## src/rtl/trap_sequencer_if.sv

```systemverilog
// CSR access port. The master drives address, enables and write data.
// The slave returns combinational read data.
interface trap_sequencer_if #(
  parameter int AW = 12
);
  logic [AW-1:0] addr;
  logic          ren;
  logic          wen;
  logic [31:0]   wd;
  logic [31:0]   rd;

  modport master (output addr, ren, wen, wd, input rd);
  modport slave  (input addr, ren, wen, wd, output rd);
endinterface

```

## src/rtl/trap_sequencer.sv

```systemverilog
// Machine-mode trap entry / MRET sequencer in front of a single-ported CSR file.
// In idle it is a passthrough for the core; otherwise it issues one CSR access per cycle and then redirects fetch.
module trap_sequencer #(
  parameter bit VECTORED_EN = 1'b1,
  parameter int CSR_AW      = 12
) (
  input  logic             clock,
  input  logic             reset,
  input  logic             exc_valid,
  input  logic [4:0]       exc_code,
  input  logic [31:0]      exc_tval,
  input  logic [31:0]      exc_pc,
  input  logic             mret_valid,
  input  logic             irq_valid,
  input  logic [4:0]       irq_code,
  trap_sequencer_if.slave  core_csr,
  trap_sequencer_if.master csr,
  output logic             busy,
  output logic             redirect_valid,
  output logic [31:0]      redirect_pc,
  output logic             irq_taken,
  output logic             irq_rejected
);

  localparam logic [3:0] S_IDLE      = 4'd0;
  localparam logic [3:0] S_RD_STATUS = 4'd1;
  localparam logic [3:0] S_RD_MIE    = 4'd2;
  localparam logic [3:0] S_WR_EPC    = 4'd3;
  localparam logic [3:0] S_WR_CAUSE  = 4'd4;
  localparam logic [3:0] S_WR_TVAL   = 4'd5;
  localparam logic [3:0] S_WR_STATUS = 4'd6;
  localparam logic [3:0] S_RD_TVEC   = 4'd7;
  localparam logic [3:0] S_RD_EPC    = 4'd8;
  localparam logic [3:0] S_DONE      = 4'd9;

  localparam logic [1:0] K_EXC  = 2'd0;
  localparam logic [1:0] K_IRQ  = 2'd1;
  localparam logic [1:0] K_MRET = 2'd2;

  localparam logic [CSR_AW-1:0] A_MSTATUS = CSR_AW'(12'h300);
  localparam logic [CSR_AW-1:0] A_MIE     = CSR_AW'(12'h304);
  localparam logic [CSR_AW-1:0] A_MTVEC   = CSR_AW'(12'h305);
  localparam logic [CSR_AW-1:0] A_MEPC    = CSR_AW'(12'h341);
  localparam logic [CSR_AW-1:0] A_MCAUSE  = CSR_AW'(12'h342);
  localparam logic [CSR_AW-1:0] A_MTVAL   = CSR_AW'(12'h343);

  logic [3:0]  state_q, state_d;
  logic [1:0]  kind_q, kind_d;
  logic [4:0]  code_q, code_d;
  logic [31:0] tval_q, tval_d;
  logic [31:0] pc_q, pc_d;
  logic [31:0] mstatus_q, mstatus_d;
  logic [31:0] redirect_pc_q, redirect_pc_d;

  logic [31:0] status_trap;
  logic [31:0] status_mret;
  logic [31:0] tvec_base;
  logic [31:0] tvec_target;
  logic        irq_masked;

  // Trap entry: MPIE<=MIE, MIE<=0, MPP<=M. MRET: MIE<=MPIE, MPIE<=1, MPP<=M.
  assign status_trap = {mstatus_q[31:13], 2'b11, mstatus_q[10:8], mstatus_q[3],
                        mstatus_q[6:4], 1'b0, mstatus_q[2:0]};
  assign status_mret = {mstatus_q[31:13], 2'b11, mstatus_q[10:8], 1'b1,
                        mstatus_q[6:4], mstatus_q[7], mstatus_q[2:0]};

  // Only MODE=01 vectors, and only for interrupts; modes 10/11 fall back to direct.
  assign tvec_base   = {csr.rd[31:2], 2'b00};
  assign tvec_target = (VECTORED_EN && (csr.rd[1:0] == 2'b01) && (kind_q == K_IRQ))
                       ? tvec_base + {25'd0, code_q, 2'b00} : tvec_base;
  assign irq_masked  = !mstatus_q[3] || !csr.rd[code_q];

  always_comb begin
    core_csr.rd = csr.rd;
    csr.addr    = core_csr.addr;
    csr.ren     = core_csr.ren;
    csr.wen     = core_csr.wen;
    csr.wd      = core_csr.wd;
    if (state_q != S_IDLE) begin
      core_csr.rd = '0;
      csr.addr    = '0;
      csr.ren     = 1'b0;
      csr.wen     = 1'b0;
      csr.wd      = '0;
    end
    case (state_q)
      S_RD_STATUS: begin csr.addr = A_MSTATUS; csr.ren = 1'b1; end
      S_RD_MIE:    begin csr.addr = A_MIE;     csr.ren = 1'b1; end
      S_WR_EPC:    begin csr.addr = A_MEPC;    csr.wen = 1'b1; csr.wd = {pc_q[31:2], 2'b00}; end
      S_WR_CAUSE:  begin
        csr.addr = A_MCAUSE;
        csr.wen  = 1'b1;
        csr.wd   = {(kind_q == K_IRQ), 26'd0, code_q};
      end
      S_WR_TVAL:   begin csr.addr = A_MTVAL;   csr.wen = 1'b1; csr.wd = tval_q; end
      S_WR_STATUS: begin
        csr.addr = A_MSTATUS;
        csr.wen  = 1'b1;
        csr.wd   = (kind_q == K_MRET) ? status_mret : status_trap;
      end
      S_RD_TVEC:   begin csr.addr = A_MTVEC;   csr.ren = 1'b1; end
      S_RD_EPC:    begin csr.addr = A_MEPC;    csr.ren = 1'b1; end
      default: ;
    endcase
    // A reset landing mid-sequence must not let the pending write through.
    if (reset) csr.wen = 1'b0;
  end

  always_comb begin
    state_d       = state_q;
    kind_d        = kind_q;
    code_d        = code_q;
    tval_d        = tval_q;
    pc_d          = pc_q;
    mstatus_d     = mstatus_q;
    redirect_pc_d = redirect_pc_q;
    case (state_q)
      S_IDLE: begin
        if (exc_valid) begin
          kind_d  = K_EXC;
          code_d  = exc_code;
          tval_d  = exc_tval;
          pc_d    = exc_pc;
          state_d = S_RD_STATUS;
        end else if (mret_valid) begin
          kind_d  = K_MRET;
          state_d = S_RD_STATUS;
        end else if (irq_valid) begin
          kind_d  = K_IRQ;
          code_d  = irq_code;
          tval_d  = '0;
          pc_d    = exc_pc;
          state_d = S_RD_STATUS;
        end
      end
      S_RD_STATUS: begin
        mstatus_d = csr.rd;
        case (kind_q)
          K_MRET:  state_d = S_WR_STATUS;
          K_IRQ:   state_d = S_RD_MIE;
          default: state_d = S_WR_EPC;
        endcase
      end
      S_RD_MIE:    state_d = irq_masked ? S_IDLE : S_WR_EPC;
      S_WR_EPC:    state_d = S_WR_CAUSE;
      S_WR_CAUSE:  state_d = S_WR_TVAL;
      S_WR_TVAL:   state_d = S_WR_STATUS;
      S_WR_STATUS: state_d = (kind_q == K_MRET) ? S_RD_EPC : S_RD_TVEC;
      S_RD_TVEC: begin
        redirect_pc_d = tvec_target;
        state_d       = S_DONE;
      end
      S_RD_EPC: begin
        redirect_pc_d = {csr.rd[31:2], 2'b00};
        state_d       = S_DONE;
      end
      default:     state_d = S_IDLE;
    endcase
  end

  always_ff @(posedge clock) begin
    if (reset) begin
      state_q       <= S_IDLE;
      kind_q        <= K_EXC;
      code_q        <= '0;
      tval_q        <= '0;
      pc_q          <= '0;
      mstatus_q     <= '0;
      redirect_pc_q <= '0;
    end else begin
      state_q       <= state_d;
      kind_q        <= kind_d;
      code_q        <= code_d;
      tval_q        <= tval_d;
      pc_q          <= pc_d;
      mstatus_q     <= mstatus_d;
      redirect_pc_q <= redirect_pc_d;
    end
  end

  assign busy           = (state_q != S_IDLE);
  assign redirect_valid = (state_q == S_DONE);
  assign irq_taken      = (state_q == S_DONE) && (kind_q == K_IRQ);
  assign irq_rejected   = (state_q == S_RD_MIE) && irq_masked;
  assign redirect_pc    = redirect_pc_q;

endmodule

```

## src/flat_wrapper.sv

```systemverilog
// flat-port wrapper written by rule: the top's interface ports become plain ports
module trap_sequencer_flat 
#(
  parameter bit VECTORED_EN = 1'b1,
  parameter int CSR_AW      = 12
)
  (clock, reset, exc_valid, exc_code, exc_tval, exc_pc, mret_valid, irq_valid, irq_code, busy, redirect_valid, redirect_pc, irq_taken, irq_rejected, core_csr_addr, core_csr_ren, core_csr_wen, core_csr_wd, core_csr_rd, csr_addr, csr_ren, csr_wen, csr_wd, csr_rd);
  trap_sequencer_if #(.AW(12)) core_csr_i ();
  trap_sequencer_if #(.AW(12)) csr_i ();
  input  logic clock;
  input  logic reset;
  input  logic exc_valid;
  input  logic [4:0] exc_code;
  input  logic [31:0] exc_tval;
  input  logic [31:0] exc_pc;
  input  logic mret_valid;
  input  logic irq_valid;
  input  logic [4:0] irq_code;
  output logic busy;
  output logic redirect_valid;
  output logic [31:0] redirect_pc;
  output logic irq_taken;
  output logic irq_rejected;
  input wire logic [$bits(core_csr_i.addr)-1:0] core_csr_addr;
  input wire logic [$bits(core_csr_i.ren)-1:0] core_csr_ren;
  input wire logic [$bits(core_csr_i.wen)-1:0] core_csr_wen;
  input wire logic [$bits(core_csr_i.wd)-1:0] core_csr_wd;
  output wire logic [$bits(core_csr_i.rd)-1:0] core_csr_rd;
  output wire logic [$bits(csr_i.addr)-1:0] csr_addr;
  output wire logic [$bits(csr_i.ren)-1:0] csr_ren;
  output wire logic [$bits(csr_i.wen)-1:0] csr_wen;
  output wire logic [$bits(csr_i.wd)-1:0] csr_wd;
  input wire logic [$bits(csr_i.rd)-1:0] csr_rd;
  assign core_csr_i.addr = core_csr_addr;
  assign core_csr_i.ren = core_csr_ren;
  assign core_csr_i.wen = core_csr_wen;
  assign core_csr_i.wd = core_csr_wd;
  assign core_csr_rd = core_csr_i.rd;
  assign csr_addr = csr_i.addr;
  assign csr_ren = csr_i.ren;
  assign csr_wen = csr_i.wen;
  assign csr_wd = csr_i.wd;
  assign csr_i.rd = csr_rd;
  trap_sequencer #(.VECTORED_EN(VECTORED_EN), .CSR_AW(CSR_AW)) u_core (.clock(clock), .reset(reset), .exc_valid(exc_valid), .exc_code(exc_code), .exc_tval(exc_tval), .exc_pc(exc_pc), .mret_valid(mret_valid), .irq_valid(irq_valid), .irq_code(irq_code), .core_csr(core_csr_i), .csr(csr_i), .busy(busy), .redirect_valid(redirect_valid), .redirect_pc(redirect_pc), .irq_taken(irq_taken), .irq_rejected(irq_rejected));
endmodule
```

## config.mk

```make
export PLATFORM = sky130hd
export DESIGN_NAME = trap_sequencer_flat
export DESIGN_NICKNAME = d
export VERILOG_FILES = /design/src/rtl/trap_sequencer_if.sv /design/src/rtl/trap_sequencer.sv /design/src/flat_wrapper.sv
export SDC_FILE = /design/constraint.sdc
export NUM_CORES = 1
export LEC_CHECK = 0
export CORE_ASPECT_RATIO = 0.6
export CORE_MARGIN = 2
export CORE_UTILIZATION = 35
export CTS_BUF_LIST = sky130_fd_sc_hd__clkbuf_2
export CTS_CLUSTER_DIAMETER = 100
export DETAILED_ROUTE_END_ITERATION = 10
export GPL_TIMING_DRIVEN = 0
export PLACE_DENSITY = 0.76
export SLEW_MARGIN = 10
export SYNTH_ARGS = -nofsm -noshare
export SYNTH_HDL_FRONTEND = slang
export SYNTH_SLANG_ARGS = --single-unit
```

## constraint.sdc

```tcl
create_clock -name clock -period 3 [get_ports clock]
set_input_delay 0.3 -clock clock [delete_from_list [all_inputs] [get_ports clock]]
set_output_delay 0.3 -clock clock [all_outputs]
set_load 0.005 [all_outputs]
```

=== Yosys cells after proc, flatten, opt, wreduce, memory -nomap -nowiden ===
Cells that the tools add are included.

* Bits in registers: 139
* Latch bits: 0
* Bits in writable memories: 0
* ROM bits: 0
* Output and inout port bits: 114
* Memories kept: 0

* $add $sub $neg: 1
* Multipliers: 0
* Div/mod/pow operators: 0
* $lt $le $gt $ge: 1
* Equal/unequal tests: 14
* Shifts and indexed selects: 0
* Multiplexer cells: 34
* Bitwise gates (word level): 0
* Reductions and logical operators: 18

{| class="wikitable"
|+ Operator list
! cell !! count
|-
| 32-bit two-way mux || 9
|-
| 32-bit one-hot mux with 4 select lines || 1
|-
| 12-bit one-hot mux with 6 select lines || 1
|-
| 32-bit one-hot mux with 2 select lines || 1
|-
| 32-bit by 7-bit adder with 32-bit output || 1
|-
| 4-bit one-hot mux with 8 select lines || 1
|-
| 4-bit by 3-bit == test with 1-bit output, second input constant || 4
|-
| 4-bit two-way mux || 4
|-
| 5-bit two-way mux || 3
|-
| 12-bit two-way mux || 1
|-
| 4-bit by 2-bit == test with 1-bit output, second input constant || 2
|-
| 4-bit == test, second input constant || 2
|-
| 2-bit two-way mux || 4
|-
| 8-bit two-way mux || 1
|-
| 4-bit OR reduction || 2
|-
| 5-bit by 6-bit < comparator with 1-bit output, second input constant || 1
|-
| 1-bit two-way mux || 6
|-
| 3-bit one-hot mux with 2 select lines || 1
|-
| 2-bit OR reduction || 3
|-
| 1-bit binary-select mux with 5-bit select || 1
|-
| 2-bit by 1-bit == test with 1-bit output, second input constant || 2
|-
| 4-bit by 1-bit == test with 1-bit output, second input constant || 1
|-
| 4-bit logical NOT || 1
|-
| 4-bit != test, second input constant || 1
|-
| 10 further kinds || 14
|}

=== Longest topological paths before layout ===
* Depth after elaboration: 6
* Gate-level depth with buffers: 8

=== Least setup slack after synthesis ===
No wires, ideal clock.

* Path type: reg-to-output
* From: reg u_core.code_q[1]
* To: out irq_rejected
* Data arrival time: 1.847 ns
* Required time: 2.700 ns
* Setup slack: 0.853 ns
* Cell stages (with the launch flop): 7
* Path buffers: 1
* Path through: dfxtp_1 buf_6 mux4_1 mux4_2 o22ai_2 nor2_1 nor2_1

* Longest elaborated chain between the ends: 5

{| class="wikitable"
|+ Ends and longest elaborated chain
! what !! RTL line !! text
|-
| start: declaration || trap_sequencer.sv:49 || <nowiki>logic [4:0] code_q, code_d;</nowiki>
|-
| start signal: assignment || trap_sequencer.sv:173 || <nowiki>code_q <= code_d;</nowiki>
|-
| 1-bit binary-select mux with 5-bit select || trap_sequencer.sv:71 || <nowiki>assign irq_masked = !mstatus_q[3] || !csr.rd[code_q];</nowiki>
|-
| 1-bit two-way mux (implied by the code) || trap_sequencer.sv:71 ||
|-
| 1-bit logical NOT || trap_sequencer.sv:71 ||
|-
| 1-bit logical OR || trap_sequencer.sv:71 ||
|-
| 1-bit logical AND || trap_sequencer.sv:184 || <nowiki>assign irq_rejected = (state_q == S_RD_MIE) && irq_masked;</nowiki>
|-
| end: declaration || flat_wrapper.sv:23 || <nowiki>output logic irq_rejected;</nowiki>
|}

No other way between the ends. The select of a mux whose other input is x is not followed.

=== Final worst setup path ===
* From: reg u_core.code_q[1]
* To: reg u_core.state_q[0]

* Longest elaborated chain between the ends: 6

{| class="wikitable"
|+ Ends and longest elaborated chain
! what !! RTL line !! text
|-
| 1-bit binary-select mux with 5-bit select || trap_sequencer.sv:71 ||
|-
| 1-bit two-way mux (implied by the code) || trap_sequencer.sv:71 ||
|-
| 1-bit logical NOT || trap_sequencer.sv:71 ||
|-
| 1-bit logical OR || trap_sequencer.sv:71 ||
|-
| 2-bit two-way mux || trap_sequencer.sv:144 || <nowiki>S_RD_MIE: state_d = irq_masked ? S_IDLE : S_WR_EPC;</nowiki>
|-
| 4-bit one-hot mux with 8 select lines || trap_sequencer.sv:117 || <nowiki>case (state_q)</nowiki>
|-
| end signal: assignment || trap_sequencer.sv:171 || <nowiki>state_q <= state_d;</nowiki>
|-
| end: declaration || trap_sequencer.sv:47 || <nowiki>logic [3:0] state_q, state_d;</nowiki>
|}

No other way between the ends. The select of a mux whose other input is x is not followed.
A chain may end at the register's enable or synchronous reset.

==> results.toml <==
[outcome]
status = "complete, but fails checks"
violations = "negative setup slack"

[cts]
root_buffer = "clkbuf_2"
clockBufferDepth = 2
cts.sinks = 133
clkTransAtPathRegs_ns = 0.31
htreeDepth = 4
cts_tree = "yes"
cts_buffers = 17
insertion_delay_ns = 0.75

[yosys]
yosysMostFrequentCell = "nand2_1"
ys_seq_area_share_pct = 38.0
yosys-top-cells-count = "145 x nand2_1, 133 x dfxtp_1, 95 x nor2_1, 71 x a21oi_1, 48 x clkbuf_1"
synthDistinctLibCells = 57
synth-edff-count = 0
synth_warnings = 0
netlist_area_um2 = 7010
synth_top_flop_cell = "dfxtp_1"
synthCells = 865
avgSynthCellArea_um2 = 8.10
ys_async_sr_fraction_pct = 0
synthDominantCellAreaShare_pct = 38.0
synth_seq_cells = 133
synth_area_leader_cell = "dfxtp_1"
synth_area_leaders = "dfxtp_1 38%, nand2_1 7.8%, nor2_1 5.1%"

[global_route]
antenna_found_initial = 1
grt_pass1_wl_mm = 46.0
grt_pass1_vias = 7901
gr-usage-all-layers_pct = 28.4
grt-ovfl-total = 0
grt_start_max_net_pins = 17

[floorplan]
start_util_pct = 35.4
core.rowCount = 40
die_area_um2 = 21200
die_w_um = 187
io_pins = 271
die_h_um = 114
core_area_um2 = 19800

[detailed_routing]
first_iter_violations = 894
vias = 8252
wl_per_cell_um = 20.8
totalWireLength_mm = 30.7
via_per_inst = 5.60
drc = 0
dr.pass1.iters = 6
ant_nets = 0

[min_path]
hold_class = "input pin to flop"

[power_and_ir_drop]
intPower_w = 0.00330
seq_power_share_pct = 38.9
share_comb_of_total_power_pct = 36.0
switching_power_w = 0.00184
clock_power_share_pct = 25.2
ir_drop_mv = 0.204
p_per_area_nw_per_um2 = 474
switching_share_pct = 35.8
p_leak_nw = 4.33
finalPower_w = 0.00514

[sta]
period_needed_ns = 3.13
fin_setup_tns_ns = -0.310
finalMaxSlewViolations = 0
relSlewSlack_pct = 37.5
max_freq_mhz = 319
worst_pin_slew_ns = 0.929
min_period_over_period_pct = 104
finalClockSkew_ns = 0.0621
fin_ws_ns = -0.133
setup_violations = 3
hold_violations = 0
rsz0062_at_grt = "yes"

[setup_path]
start_kind = "flop"
crit_type = "flop to flop"
cp_max_fo = 5
end_kind = "flop"
crit_slowest_cell = "mux4_2"
crit_top_cell = "buf_4"
arrival_ns = 3.79
cp.required_ns = 3.66
slowest_delay_ns = 0.51
cp_cell_sequence = "buf_8 -> mux4_2 -> mux4_2 -> o22ai_2 -> buf_4 -> buf_4 -> buf_4 -> buf_4 -> buf_4 -> buf_4 -> buf_4 -> buf_4 -> buf_4 -> buf_4 -> buf_4 -> o31ai_4 -> o21a_1"

[layout]
fin_nets = 1353
fin_area_um2 = 10800
num_antenna_cells = 0
drive_gt1_share_pct = 14.0
area_delta_synth_final_pct = 54.7

[placed_design]
dpl.hpwl_mm = 23.2
post_dp_cell_area_um2 = 9980
port_buffers = 262
pre_cts_slack_ns = -0.194
place_congestion = 0.928

[flow_run]
drv_cap = 0
-- per-stage QoR --
stage	utilization, %	hold slack (ns)	instances
2_1_floorplan	-	0.436	866
3_3_place_gp	50.3	0.442	1401
3_5_place_dp	50.3	0.448	1401
4_1_cts	53.9	0.00128	1464
5_1_grt	54.7	0.0112	1474
6_report	54.7	0.0435	1474
-- routing by layer --
metal / global-route usage, % / vias up / wire length, um
met5: 0 / - / 0
met4: 7.04 / 0 / 352
met3: 9.08 / 36 / 3680
met2: 41.4 / 488 / 12700
met1: 40.4 / 3924 / 14000
li1: - / 3804 / -
-- repair_timing --
item | CTS | global route
setup buffers | 27 | 10
cloned | 1 | 1
gates resized for setup | 98 | 63
setup endpoints to repair | 76 | 59
hold buffers | 5 | 0
hold endpoints to repair | 10 | 0
pin swaps | 12 | 14
-- critical path: cells and delay by family (launching register included) --
family / cells / cell delay [ns]
flip-flops: 1 / 0.41
AO/OA/AOI/OAI: 3 / 0.45
multiplexers: 2 / 0.98
buffers and inverters: 12 / 1.22
-- placed cells by master, fill, tap and decap left out, types with 7 or more instances in the layout --
cell type,Yosys,layout
and3_1,42,41
dlymetal6s2s_1,0,11
clkbuf_1,48,30
nand2_1,145,144
a221o_1,23,23
nand3_1,15,15
dlygate4sd2_1,0,13
clkdlybuf4s50_1,0,229
inv_1,9,8
buf_2,19,16
dfxtp_1,133,128
ha_1,7,7
a22o_1,23,23
clkbuf_2,3,32
nor2_1,95,85
buf_4,5,42
xor2_1,15,15
nand4_1,12,12
a311oi_1,10,10
a211oi_1,28,27
a22oi_1,45,45
a21oi_1,71,71
nor3_1,12,11
o21ai_0,15,14
-- cell type report --
type,instances,area [um^2]
Buffer,80,541
Clock buffer,17,85.1
Tap cell,273,342
Sequential cell,133,2670
Inverter,10,40.0
Fill cell,1893,8980
Clock inverter,15,204
Timing Repair Buffer,305,2950
Multi-Input combinational cell,641,4010
-- logic make-up (layout without fill, tap and decap cells) --
family                     after synthesis  count (layout)  synth area share, %
AOI/OAI and AO/OA                      243             243                 24.5
muxes                                   16              16                 4.30
other                                    1               2               0.0535
xor gates and xnor gates                17              17                 2.12
buffers and inverters                   92             427                 6.12
adders and majority gates                8               8                 1.54
DFF                                    133             133                 38.0
and+or+nand+nor                        355             355                 23.4
-- worst paths after layout --
check	startpoint	endpoint	slack, ns	depth (start not counted)
max	u_core.code_q[1]	u_core.state_q[0]	-0.13	17
min	exc_pc[20]	u_core.pc_q[20]	0.04	3
max reg2reg	u_core.code_q[1]	u_core.state_q[0]	-0.13	17
min reg2reg	u_core.mstatus_q[20]	u_core.mstatus_q[20]	0.47	2
-- sequential cells by signal (all words and copies together) (netlist names) --
register	cells
u_core.tval_q	32
u_core.redirect_pc	30
u_core.mstatus_q	30
u_core.kind_q	2
u_core.state_q	4
u_core.pc_q	30
u_core.code_q	5
-- power by group through the flow --
stage,clock network [W],registers (W),logic [W]
finish,0.00129,0.00200,0.00185
global route,0.00137,0.00201,0.00198
CTS,0.00130,0.00199,0.00175
detailed placement,0,0.00202,0.00158
global placement,0,0.00202,0.00157
floorplan,0,0.00199,0.000770
Note: power is estimated with default switching activity, not from simulation.
